$ cat src/rtl/alu_pkg.sv
// Shared definitions for the ALU sequencer: default widths, opcode groups
// and the sequencer state encoding.
package alu_pkg;

  localparam int unsigned ALU_WIDTH = 16;
  localparam int unsigned ALU_OPW   = 4;

  // Opcodes the ALU treats as add; every other opcode subtracts.
  localparam logic [3:0] OP_ADD0 = 4'b0000;
  localparam logic [3:0] OP_ADD1 = 4'b0100;
  localparam logic [3:0] OP_ADD2 = 4'b0110;
  localparam logic [3:0] OP_ADD3 = 4'b1000;
  localparam logic [3:0] OP_ADD4 = 4'b1001;
  localparam logic [3:0] OP_ADD5 = 4'b1010;
  localparam logic [3:0] OP_ADD6 = 4'b1011;

  typedef enum logic [1:0] {
    IDLE = 2'b00,
    EXEC = 2'b01,
    WB   = 2'b10
  } state_t;

  function automatic logic is_add(input logic [3:0] op);
    return (op == OP_ADD0) || (op == OP_ADD1) || (op == OP_ADD2) ||
           (op == OP_ADD3) || (op == OP_ADD4) || (op == OP_ADD5) ||
           (op == OP_ADD6);
  endfunction

endpackage

$ cat src/rtl/alu_arbiter_rr_arb2.sv
// Two-input round-robin picker: on a tie the port not granted last wins.
module rr_arb2 (
  input  logic req0,
  input  logic req1,
  input  logic last_winner,
  output logic grant,
  output logic valid
);

  always_comb begin
    valid = req0 | req1;
    grant = (req0 && req1) ? ~last_winner : req1;
  end

endmodule

$ cat src/rtl/alu_arbiter.sv
// Shares one combinational ALU between two requesters: accept, execute,
// write back, one operation per three cycles.
module alu_arbiter
  import alu_pkg::*;
#(
  parameter int unsigned WIDTH = ALU_WIDTH,
  parameter int unsigned OPW   = ALU_OPW
) (
  input  logic             clk,
  input  logic             reset,
  input  logic             req0,
  input  logic             req1,
  input  logic [OPW-1:0]   op0,
  input  logic [OPW-1:0]   op1,
  input  logic [WIDTH-1:0] a0,
  input  logic [WIDTH-1:0] b0,
  input  logic [WIDTH-1:0] a1,
  input  logic [WIDTH-1:0] b1,
  output logic             gnt0,
  output logic             gnt1,
  output logic             done0,
  output logic             done1,
  output logic [WIDTH-1:0] result,
  output logic             zero,
  output logic             pos,
  output logic             busy,
  output logic [OPW-1:0]   alu_op,
  output logic [WIDTH-1:0] alu_in0,
  output logic [WIDTH-1:0] alu_in1,
  output logic             alu_reset,
  input  logic [WIDTH-1:0] alu_out,
  input  logic             alu_zero,
  input  logic             alu_pos
);

  state_t state_q, state_d;
  logic   winner_q, last_winner_q;
  logic   win_id, win_valid;
  logic   load, capture;
  logic   gnt0_d, gnt1_d, done0_d, done1_d, busy_d;

  assign alu_reset = reset;

  rr_arb2 u_rr_arb2 (
    .req0        (req0),
    .req1        (req1),
    .last_winner (last_winner_q),
    .grant       (win_id),
    .valid       (win_valid)
  );

  // Next state plus the next values of the registered handshake outputs.
  always_comb begin
    state_d = state_q;
    load    = 1'b0;
    capture = 1'b0;
    gnt0_d  = 1'b0;
    gnt1_d  = 1'b0;
    done0_d = 1'b0;
    done1_d = 1'b0;
    unique case (state_q)
      IDLE: begin
        if (win_valid) begin
          state_d = EXEC;
          load    = 1'b1;
          gnt0_d  = ~win_id;
          gnt1_d  = win_id;
        end
      end
      EXEC: begin
        state_d = WB;
        capture = 1'b1;
        done0_d = ~winner_q;
        done1_d = winner_q;
      end
      WB:      state_d = IDLE;
      default: state_d = IDLE;
    endcase
    busy_d = (state_d != IDLE);
  end

  always_ff @(posedge clk) begin
    if (reset) begin
      state_q <= IDLE;
      gnt0    <= 1'b0;
      gnt1    <= 1'b0;
      done0   <= 1'b0;
      done1   <= 1'b0;
      busy    <= 1'b0;
    end else begin
      state_q <= state_d;
      gnt0    <= gnt0_d;
      gnt1    <= gnt1_d;
      done0   <= done0_d;
      done1   <= done1_d;
      busy    <= busy_d;
    end
  end

  // Operand launch on accept; result capture at the end of EXEC.
  always_ff @(posedge clk) begin
    if (reset) begin
      winner_q      <= 1'b0;
      last_winner_q <= 1'b1;
      alu_op        <= '0;
      alu_in0       <= '0;
      alu_in1       <= '0;
      result        <= '0;
      zero          <= 1'b0;
      pos           <= 1'b0;
    end else begin
      if (load) begin
        winner_q <= win_id;
        alu_op   <= win_id ? op1 : op0;
        alu_in0  <= win_id ? a1 : a0;
        alu_in1  <= win_id ? b1 : b0;
      end
      if (capture) begin
        result        <= alu_out;
        zero          <= alu_zero;
        pos           <= alu_pos;
        last_winner_q <= winner_q;
      end
    end
  end

endmodule

$ cat config.mk
export PLATFORM = sky130hd
export DESIGN_NAME = alu_arbiter
export DESIGN_NICKNAME = d
export VERILOG_FILES = /design/src/rtl/alu_pkg.sv /design/src/rtl/alu_arbiter_rr_arb2.sv /design/src/rtl/alu_arbiter.sv
export SDC_FILE = /design/constraint.sdc
export NUM_CORES = 1
export LEC_CHECK = 0
export ABC_AREA = 1
export ABC_CLOCK_PERIOD_IN_PS = 2250
export BUFFER_PORTS_ARGS = -buffer_cell sky130_fd_sc_hd__buf_2
export CORE_MARGIN = 1
export CORE_UTILIZATION = 23
export CTS_CLUSTER_DIAMETER = 50
export CTS_CLUSTER_SIZE = 24
export DETAILED_ROUTE_END_ITERATION = 6
export GPL_ROUTABILITY_DRIVEN = 0
export PLACE_DENSITY = 0.56
export SLEW_MARGIN = 30
export SYNTH_ARGS = -nofsm -noshare
export SYNTH_HDL_FRONTEND = slang
export SYNTH_HIERARCHICAL = 1
export SYNTH_SLANG_ARGS = --single-unit
$ cat constraint.sdc
create_clock -name clk -period 2.25 [get_ports clk]
set_input_delay 0.3375 -clock clk [delete_from_list [all_inputs] [get_ports clk]]
set_output_delay 0.3375 -clock clk [all_outputs]
set_load 0.02 [all_outputs]
Yosys cells after proc, flatten, opt, wreduce, memory -nomap -nowiden. Index checks and enable logic that the tools add are counted.

Output and inout bits: 60. Flip-flop bits (word level): 63. Logic and storage cells: 36. Bits of input ports: 94.

Multiplexer cells: 9. Equal/unequal tests: 1. Bitwise gates (word level): 7. Reductions and logical operators: 5.

Operators by type and width (count): $mux 16 (2); $not 1->1 (6); $mux 1 (4); $mux 4 (1); $pmux 2 s2 (1); $reduce_or 3->1 (1); $eq 2x1->1 const B (1); $logic_not 2->1 (1); $mux 2 (1); $reduce_bool 2->1 (1); $reduce_or 2->1 (1); $logic_and 1x1->1 (1); $or 1x1->1 (1).

Longest topological paths before layout. Gate-level depths: netlist of run 1.

Word-level depth: 4. Gate-level depth with buffers: 8. Mapped depth without buffers: 7.

By module. Netlist of run 1, hierarchy kept.

By module, submodules not included: alu_arbiter (area each 2801.4 µm², sequential area each 1261.2 µm², instances 1, cells each 451); rr_arb2 (area each 15.0 µm², sequential area each 0.0 µm², instances 1, cells each 3).

Worst setup path before layout of run 1. OpenSTA, ideal clock, no wires.

Path type: input to register. From: input port req1. To: register alu_in1[5]. Data arrival time: 1139 ps. Stages on the path: 8. Setup time: 64 ps. Setup slack: 1047 ps. Path buffers: 2. Data required time: 2186 ps. Path through: inv_1 > a21oi_1 > buf_2 > buf_4 > nand2_1 > nand2_1 > nor2_1 > nor2_1.

Word-level cells in the longest chain between the ends: 3. Elaborated cells between the ends (all ways): 6. Classes of those cells: 4 x mux; 1 x bitwise; 1 x reduce/logical.

Ends and longest elaborated chain: start, declared (line alu_arbiter.sv:12) `input logic req1,`; $logic_and 1x1->1 (line alu_arbiter_rr_arb2.sv:12) `grant = (req0 && req1) ? ~last_winner : req1;`; $mux 1 (*) (line alu_arbiter_rr_arb2.sv:12); net win_id (line alu_arbiter.sv:38) `logic win_id, win_valid;`; $mux 16 (*) (line alu_arbiter.sv:116) `alu_in1 <= win_id ? b1 : b0;`; end signal, assigned (line alu_arbiter.sv:116); end, declared (line alu_arbiter.sv:29) `output logic [WIDTH-1:0] alu_in1,`.

The timed path passes the listed nets; every way through them passes the cells marked *. A chain may end at the register's enable or synchronous reset.

Worst setup path in the final report of run 1.
From: register last_winner_q. To: register alu_in1[14].

Word-level cells in the longest chain between the ends: 3.

Ends and longest elaborated chain: start, declared (line alu_arbiter.sv:37) `logic winner_q, last_winner_q;`; start signal, assigned (line alu_arbiter.sv:122) `last_winner_q <= winner_q;`; $not 1->1 (line alu_arbiter_rr_arb2.sv:12); $mux 1 (line alu_arbiter_rr_arb2.sv:12); net win_id (line alu_arbiter.sv:38); $mux 16 (line alu_arbiter.sv:116).

The timed path passes the listed nets, and every way through them passes these cells.

==> impl_metrics.json, run 1 <==
{
  "cts_buffers": 9,
  "cts_tree": "yes",
  "antenna_found_initial": 0,
  "r2r-start": "last_winner_q",
  "slew_viol_final": 0,
  "swShare": 0.2974,
  "yosys_most_used_dff": "dfxtp_1",
  "synth_cells": 454,
  "netlist_top_cells_count": "222 x nand2_1, 78 x nor2_1, 63 x dfxtp_1",
  "cts.clk_slew.worst_paths_ns": 0.06,
  "synth-async-reset-ratio": 0,
  "cts_resized": 0,
  "grt.overflow.total": 0,
  "synth_top_area_share": 0.4478,
  "path_max_fanout": 36,
  "wl_mm": 7.488,
  "power_density_nw_per_um2": 847.6,
  "yosysWarnings": 6,
  "worst_hold_startpoint": "alu_out[8]",
  "synth-seq-cells": 63,
  "setup_violations": 0,
  "grt.total_usage": 0.1183,
  "clock_latency_ns": 0.32,
  "rows": 40,
  "cts_hold_buf": 0,
  "ios": 154,
  "ant_nets": 0,
  "r2r_end": "alu_in1[14]",
  "die_w_um": 112.7,
  "whs_endpoint": "result[8]",
  "whs_path_depth": 3,
  "power_switching_uw": 1000,
  "max_slew_margin": 0.5898,
  "routedWlPerCell_um": 9.997,
  "fin_ws_ns": 0.9063,
  "via_count": 2989,
  "syn_to_final_growth_pct": 40.87,
  "finalCritPeriodShare": 0.5972,
  "htreeDepth": 3,
  "die_h_um": 112.7,
  "clock_path_buffers": 2,
  "grt_max_degree": 49,
  "final_net_count": 691,
  "clock_sink_count": 63,
  "worstSetupEndpointType": "register",
  "synth.distinct_cells": 14,
  "final.setup.tns_ns": 0,
  "path_class": "reg -> reg",
  "min_period_ns": 1.344,
  "dr.pass1.iters": 4,
  "pwr-share-seq": 0.380,
  "numPortBuffers": 153,
  "drc": 0,
  "skew_ns": 0.005437,
  "core_um2": 11960,
  "worstPathRequired_ns": 2.51,
  "r2r_setup_slack_ns": 0.91,
  "internal_power_uw": 2363,
  "grt_pass1_vias": 2540,
  "place_ws_ns": 0.6562,
  "synth-edff-count": 0,
  "fin_total_pwr_uw": 3363,
  "worstHoldPathType": "in -> reg",
  "vdd_ir_drop_max_v": 0.0003122,
  "avgSynthCellArea_um2": 6.204,
  "clockRootBuffer": "clkbuf_16",
  "first_iter_violations": 130,
  "pwr-share-comb": 0.203,
  "place.detailed.hpwl_mm": 5.388,
  "post_cts_buffers": 0,
  "vias_per_cell": 3.991,
  "rsz0062_at_grt": "false",
  "cp.arrival_ns": 1.60,
  "grt_first_pass_wirelength_mm": 11.84,
  "die-area_um2": 12690,
  "start_util": 0.2355,
  "max_freq_mhz": 744.2,
  "start_kind": "register",
  "p_leak_uw": 0.002343,
  "syn_nets": 548,
  "seq_area_frac_synth": 0.4478,
  "synth_area_um2": 2816,
  "max_slew.worst_pin.slew_ns": 0.6144,
  "yosys-top-cells-area": "dfxtp_1 45%, nand2_1 30%, nor2_1 10%",
  "status": "complete, no violations",
  "drive_gt1_frac": 0.2957,
  "post-synth-top-count-cell": "nand2_1",
  "yosysTopAreaCell": "dfxtp_1",
  "reg2reg_depth": 6,
  "clockPowerShare": 0.417,
  "hold_viol": 0,
  "num_antenna_cells": 0,
  "cap_violations": 0
}
[routing by layer]
metal,vias up,track usage,wire length (um)
met5,-,0,0
met4,0,0.04978,101
met3,9,0.03402,582
met2,101,0.1992,3456
met1,1265,0.1404,3347
li1,1614,-,-
[worst max path at each step]
stage / start / end / slack (ns) / cells past startpoint
3_3_place_gp: req0 / alu_in1[7] / 0.74 / 7
6_report: last_winner_q / alu_in1[14] / 0.91 / 6
2_1_floorplan: req1 / alu_in1[5] / 1.05 / 8
5_1_grt: last_winner_q / alu_in0[15] / 0.73 / 6
4_1_cts: last_winner_q / alu_in1[14] / 0.86 / 6
3_5_place_dp: reset / result[13] / 0.66 / 6
[cell type report]
cell class / instances / area [um2]
well taps: 147 / 183.9
flip-flops and latches: 63 / 1261
multi-input cells: 324 / 1261
clock buffers: 10 / 239.0
inverters: 42 / 157.7
repair buffers: 157 / 795.8
clock inverters: 6 / 68.82
fillers: 1290 / 7994
[power by group through the flow]
stage	Sequential, uW	Combinational (uW)	Clock (uW)
5_1_grt	1290	772	1510
3_5_place_dp	1300	692	0
6_report	1280	681	1400
3_3_place_gp	1300	681	0
4_1_cts	1280	695	1460
2_1_floorplan	1420	337	0
[layout by cell type (no fill, tap or decap), types with 2 or more instances in the layout]
master / n
nand2_1: 221
clkbuf_16: 9
nand3_1: 20
nor2_1: 78
dfxtp_1: 63
inv_1: 39
clkinv_4: 2
buf_4: 4
buf_2: 153
inv_2: 3
[through the flow]
step	instance area (um2)	util	hold slack, ns	instances
2_1_floorplan	2816	-	0.4143	454
3_3_place_gp	3660	0.3060	0.4535	733
3_5_place_dp	3660	0.3060	0.4586	733
4_1_cts	3968	0.3317	0.1779	749
5_1_grt	3968	0.3317	0.1923	749
6_report	3968	0.3317	0.1983	749
[state kept, by name, indices dropped and copies added (netlist names)]
register / cells
winner_q: 1
last_winner_q: 1
done1: 1
gnt0: 1
zero: 1
state_q: 2
pos: 1
alu_in0: 16
result: 16
alu_op: 4
busy: 1
alu_in1: 16
done0: 1
gnt1: 1
[critical path: stages, from the launching register on]
cell and delay (ns):
dfxtp_1 0.37, a21oi_4 0.07, inv_2 0.45, nand2_1 0.10, nand2_1 0.09, nor2_1 0.04
nor2_1 0.12
[cell families after synthesis]
kind of cell,share of synthesized area
buffers and inverters,0.1093
AND/OR/NAND/NOR,0.4394
flip-flops,0.4478
AO/OA/AOI/OAI,0.003551
(Power assumes the default switching activity.)
==> inputs of run 2 (changes only) <==
ABC_CLOCK_PERIOD_IN_PS = 1100   (was 2250)
PLACE_DENSITY = 0.58   (was 0.56)
clock period = 1.1 ns   (was 2.25 ns; I/O delays follow)
==> run 2 against run 1 <==
The flow now finishes with violations (negative setup slack). Sequential power up 100%. Via count up 1.4%. Sequential share of layout area down 2.1 points. Largest power group unchanged.
==> impl_metrics.json, run 2 (synthesis gave the netlist of run 1 again) <==
{
  "fillers": 1323,
  "final_cell_mix": "213 x nand2_1, 153 x buf_2, 75 x nor2_1",
  "via_count": 3030,
  "final_common_cell": "nand2_1",
  "final_net_count": 704,
  "worstHoldPathType": "in -> reg",
  "die_h_um": 112.7,
  "grt_pass1_vias": 2766,
  "drive_gt1_frac": 0.3285,
  "vias_per_cell": 3.976,
  "cp.arrival_ns": 1.37,
  "reg_top3": "alu_in0 (16), alu_in1 (16), result (16)",
  "rows": 40,
  "max_freq_mhz": 872.3,
  "post_cts_buffers": 0,
  "status": "complete, but fails checks",
  "die_w_um": 112.7,
  "routedWlPerCell_um": 10.62,
  "worstPathRequired_ns": 1.33,
  "first_iter_violations": 117,
  "worstSetupEndpointType": "register",
  "start_kind": "register",
  "path_buf_inv": 2,
  "clockRootBuffer": "clkbuf_16",
  "syn_to_final_growth_pct": 51.53,
  "violations": "negative setup slack",
  "clock_latency_ns": 0.33,
  "antenna_found_initial": 0,
  "drc": 0,
  "cts_buffers": 9,
  "skew_ns": 0.003847,
  "min_period_ns": 1.146,
  "crit_chain": "a21oi_4 -> inv_2 -> buf_12 -> nand2_1 -> nand2_1 -> nor2_1 -> nor2_1",
  "setup_violations": 31,
  "start_util": 0.2355,
  "max_slew_margin": 0.8131,
  "seqCellArea_um2": 1265,
  "max_slew.worst_pin.slew_ns": 0.2803,
  "clock_path_buffers": 2,
  "critPathMaxStageDelay_ns": 0.33,
  "ios": 154,
  "ant_nets": 0,
  "grt.overflow.total": 0,
  "cts_tree": "yes",
  "place_inst": 739,
  "finalCritPeriodShare": 1.042,
  "hold_viol": 0,
  "clock_sink_count": 63,
  "final_cells": 762,
  "slew_viol_final": 0,
  "cp_top_family": "flip-flops",
  "whs_ns": 0.01894,
  "num_antenna_cells": 0,
  "crit_slowest_cell": "dfxtp_2",
  "place_ws_ns": -0.09159,
  "rsz0062_at_grt": "true",
  "place.detailed.hpwl_mm": 5.224,
  "utilization": 0.3568,
  "wl_mm": 8.091,
  "grt.total_usage": 0.1302,
  "vdd_ir_drop_max_v": 0.0009032,
  "numPortBuffers": 153,
  "fin_total_pwr_uw": 7342,
  "htreeDepth": 3,
  "fin_ws_ns": -0.04635,
  "die-area_um2": 12690,
  "grt_first_pass_wirelength_mm": 12.72,
  "multi_input_area_um2": 1309,
  "path_max_fanout": 23,
  "dr.pass1.iters": 4,
  "path_class": "reg -> reg",
  "core_um2": 11960,
  "grt_max_degree": 39,
  "cap_violations": 0,
  "power_density_nw_per_um2": 1720,
  "cts.clk_slew.worst_paths_ns": 0.05,
  "p_leak_uw": 0.002473
}
[run 2: worst reg2reg max path: stages, from the launching register on]
cell and delay, ns:
dfxtp_2 0.33, a21oi_4 0.19, inv_2 0.10, buf_12 0.17, nand2_1 0.07, nand2_1 0.05, nor2_1 0.09, nor2_1 0.05
[run 2: area by class of cell]
class,count,area share
multi-input combinational,324,0.3067
sequential,63,0.2964
timing repair buffer,169,0.2383
clock buffer,13,0.06098
tap,147,0.04310
inverter,42,0.03811
clock inverter,3,0.01524
timing repair inverter,1,0.001173
[run 2: what timing repair did]
action | in CTS | in global routing
setup endpoints to repair | 36 | 56
gates cloned | 0 | 5
endpoints found under the hold margin | 2 | 0
pin swaps | 1 | 2
hold buffers | 2 | 0
resized for setup | 3 | 20
[run 2: metal layers]
layer | wire (um) | track usage | up-vias
met1 | 3818 | 0.1495 | 1276
met2 | 3523 | 0.2132 | 105
met4 | 157 | 0.06400 | 0
met3 | 591 | 0.04806 | 10
li1 | - | - | 1639
met5 | 0 | 0 | -
[run 2: power by group]
group	switching (uW)	internal, uW	total (uW)
clock network	1000	2100	3110
logic	969	654	1620
registers	102	2510	2610
total	2070	5270	7340
[run 2: final timing paths]
path                 startpoint     endpoint  slack, ns  depth (start not counted)
hold reg to reg       result[9]    result[9]       0.47                          2
hold / removal       alu_out[0]    result[0]       0.02                          3
setup / recovery  last_winner_q  alu_in1[13]      -0.05                          7
setup reg to reg  last_winner_q  alu_in1[13]      -0.05                          7
[run 2: stage by stage]
step,instance area (um2),TNS [ns]
6_report,4268,-0.7527
5_1_grt,4268,-3.862
4_1_cts,4121,-0.8601
3_5_place_dp,3767,-1.979
3_3_place_gp,3767,-1.986
2_1_floorplan,2823,0
==> inputs of run 3 (changes only) <==
CORE_ASPECT_RATIO = 0.5   (was unset)
==> run 3 against run 2 <==
The flow still finishes with violations (negative setup slack). Sequential power is essentially flat. Register-to-register slack is essentially flat. Routed wire length shrank 0.36%. Non-clock buffer count grew 2. Die area grew 0.21%. Clock power shrank 6.8%. Utilization grew 1.1 points. Clock skew grew 0.00098 ns. Via count is essentially flat. Maximum frequency grew 1.3%. Cell count grew 2.6%. Clock-buffer cell count is the same.
==> impl_metrics.json, run 3 (synthesis gave the netlist of run 1 again) <==
{
  "hold_viol": 0,
  "antenna_found_initial": 0,
  "path_class": "reg -> reg",
  "crit_chain": "a21oi_4 -> inv_4 -> clkbuf_16 -> nand2_2 -> nand2_1 -> nor2_1 -> nor2_1",
  "core_um2": 11880,
  "worstPathRequired_ns": 1.32,
  "cp.arrival_ns": 1.35,
  "grt.overflow.total": 0,
  "clock_path_buffers": 2,
  "grt.total_usage": 0.1220,
  "cp_common_cell": "nor2_1",
  "fin_total_pwr_uw": 7212,
  "p_leak_uw": 0.002502,
  "path_max_fanout": 8,
  "die_w_um": 158.5,
  "min_period_ns": 1.132,
  "numPortBuffers": 153,
  "clockRootBuffer": "clkbuf_16",
  "die-area_um2": 12720,
  "drive_gt1_frac": 0.3485,
  "vdd_ir_drop_max_v": 0.0008362,
  "final_common_cell": "nand2_1",
  "final_cell_mix": "205 x nand2_1, 153 x buf_2, 75 x nor2_1",
  "grt_pass1_vias": 2581,
  "num_antenna_cells": 0,
  "start_util": 0.2371,
  "setup_violations": 23,
  "reg_top3": "alu_in0 (16), alu_in1 (16), result (16)",
  "fin_area_um2": 4363,
  "slew_viol_final": 0,
  "clock_sink_count": 63,
  "ios": 154,
  "power_density_nw_per_um2": 1653,
  "drc": 0,
  "max_slew_margin": 0.7789,
  "worstSetupEndpointType": "register",
  "htreeDepth": 3,
  "crit_slowest_cell": "dfxtp_2",
  "clock_latency_ns": 0.32,
  "ant_nets": 0,
  "syn_to_final_growth_pct": 54.91,
  "grt_first_pass_wirelength_mm": 11.92,
  "dr.pass1.iters": 4,
  "max_freq_mhz": 883.6,
  "cap_violations": 0,
  "start_kind": "register",
  "status": "complete, but fails checks",
  "violations": "negative setup slack",
  "via_count": 3033,
  "die_h_um": 80.25,
  "place.detailed.hpwl_mm": 5.623,
  "max_slew.worst_pin.slew_ns": 0.3316,
  "critPathMaxStageDelay_ns": 0.33,
  "grt_max_degree": 33,
  "cts.clk_slew.worst_paths_ns": 0.05,
  "worstHoldPathType": "in -> reg",
  "finalCritPeriodShare": 1.029,
  "cts_tree": "yes",
  "wl_mm": 8.062,
  "rsz0062_at_grt": "true",
  "dpl_cell_area_um2": 3817,
  "first_iter_violations": 79,
  "fin_ws_ns": -0.03167,
  "final_net_count": 706,
  "routedWlPerCell_um": 10.31,
  "rows": 28,
  "final.setup.tns_ns": -0.3227,
  "vias_per_cell": 3.879,
  "cts_buffers": 9,
  "skew_ns": 0.004825
}
run 3: timing repair:
action | in CTS | in global routing
pin swaps | 1 | 11
cloned | 0 | 6
buffers inserted | 0 | 1
setup endpoints to repair | 40 | 41
gates resized for setup | 3 | 30
hold buffers | 0 | 0
run 3: cell type report:
type	instances	area [um2]
Inverter	42	165.2
Fill cell	1263	7513
Tap cell	165	206.4
Sequential cell	63	1265
Multi-Input combinational cell	324	1343
Timing Repair inverter	1	6.256
Clock inverter	3	40.04
Clock buffer	13	270.3
Timing Repair Buffer	171	1067
run 3: critical path: cells and delay by family, from the launching register on:
family / cells / cell delay (ns)
DFF: 1 / 0.33
AOI/OAI and AO/OA: 1 / 0.19
and+or+nand+nor: 4 / 0.25
buffers and inverters: 2 / 0.26
run 3: report_power, final:
group          leakage [uW]  switching [uW]  internal (uW)
Combinational       0.00183             993            706
Sequential         0.000521             101           2510
Clock              0.000156             973           1930
Total               0.00250            2070           5150
run 3: metrics by stage:
stage	util	cells	hold slack [ns]	setup slack [ns]
floorplan	-	454	0.2418	0.03514
finish	0.3674	782	0.03175	-0.03167
CTS	0.3482	775	0.01770	-0.02810
global route	0.3674	782	0.01748	-0.1090
detailed placement	0.3214	759	0.3597	-0.07986
global placement	0.3214	759	0.3514	-0.07950
run 3: layer usage:
layer | GRT usage | share of wire
met2 | 0.2154 | 0.49
met1 | 0.1374 | 0.46
met3 | 0.04101 | 0.034
met5 | 0 | 0
met4 | 0.04327 | 0.011
run 3: worst paths after layout:
check,cells after the start,slack (ns),startpoint,to
max reg2reg,7,-0.03,last_winner_q,alu_in1[1]
min,3,0.03,alu_out[6],result[6]
min reg2reg,2,0.46,winner_q,done1
max,7,-0.03,last_winner_q,alu_in1[1]
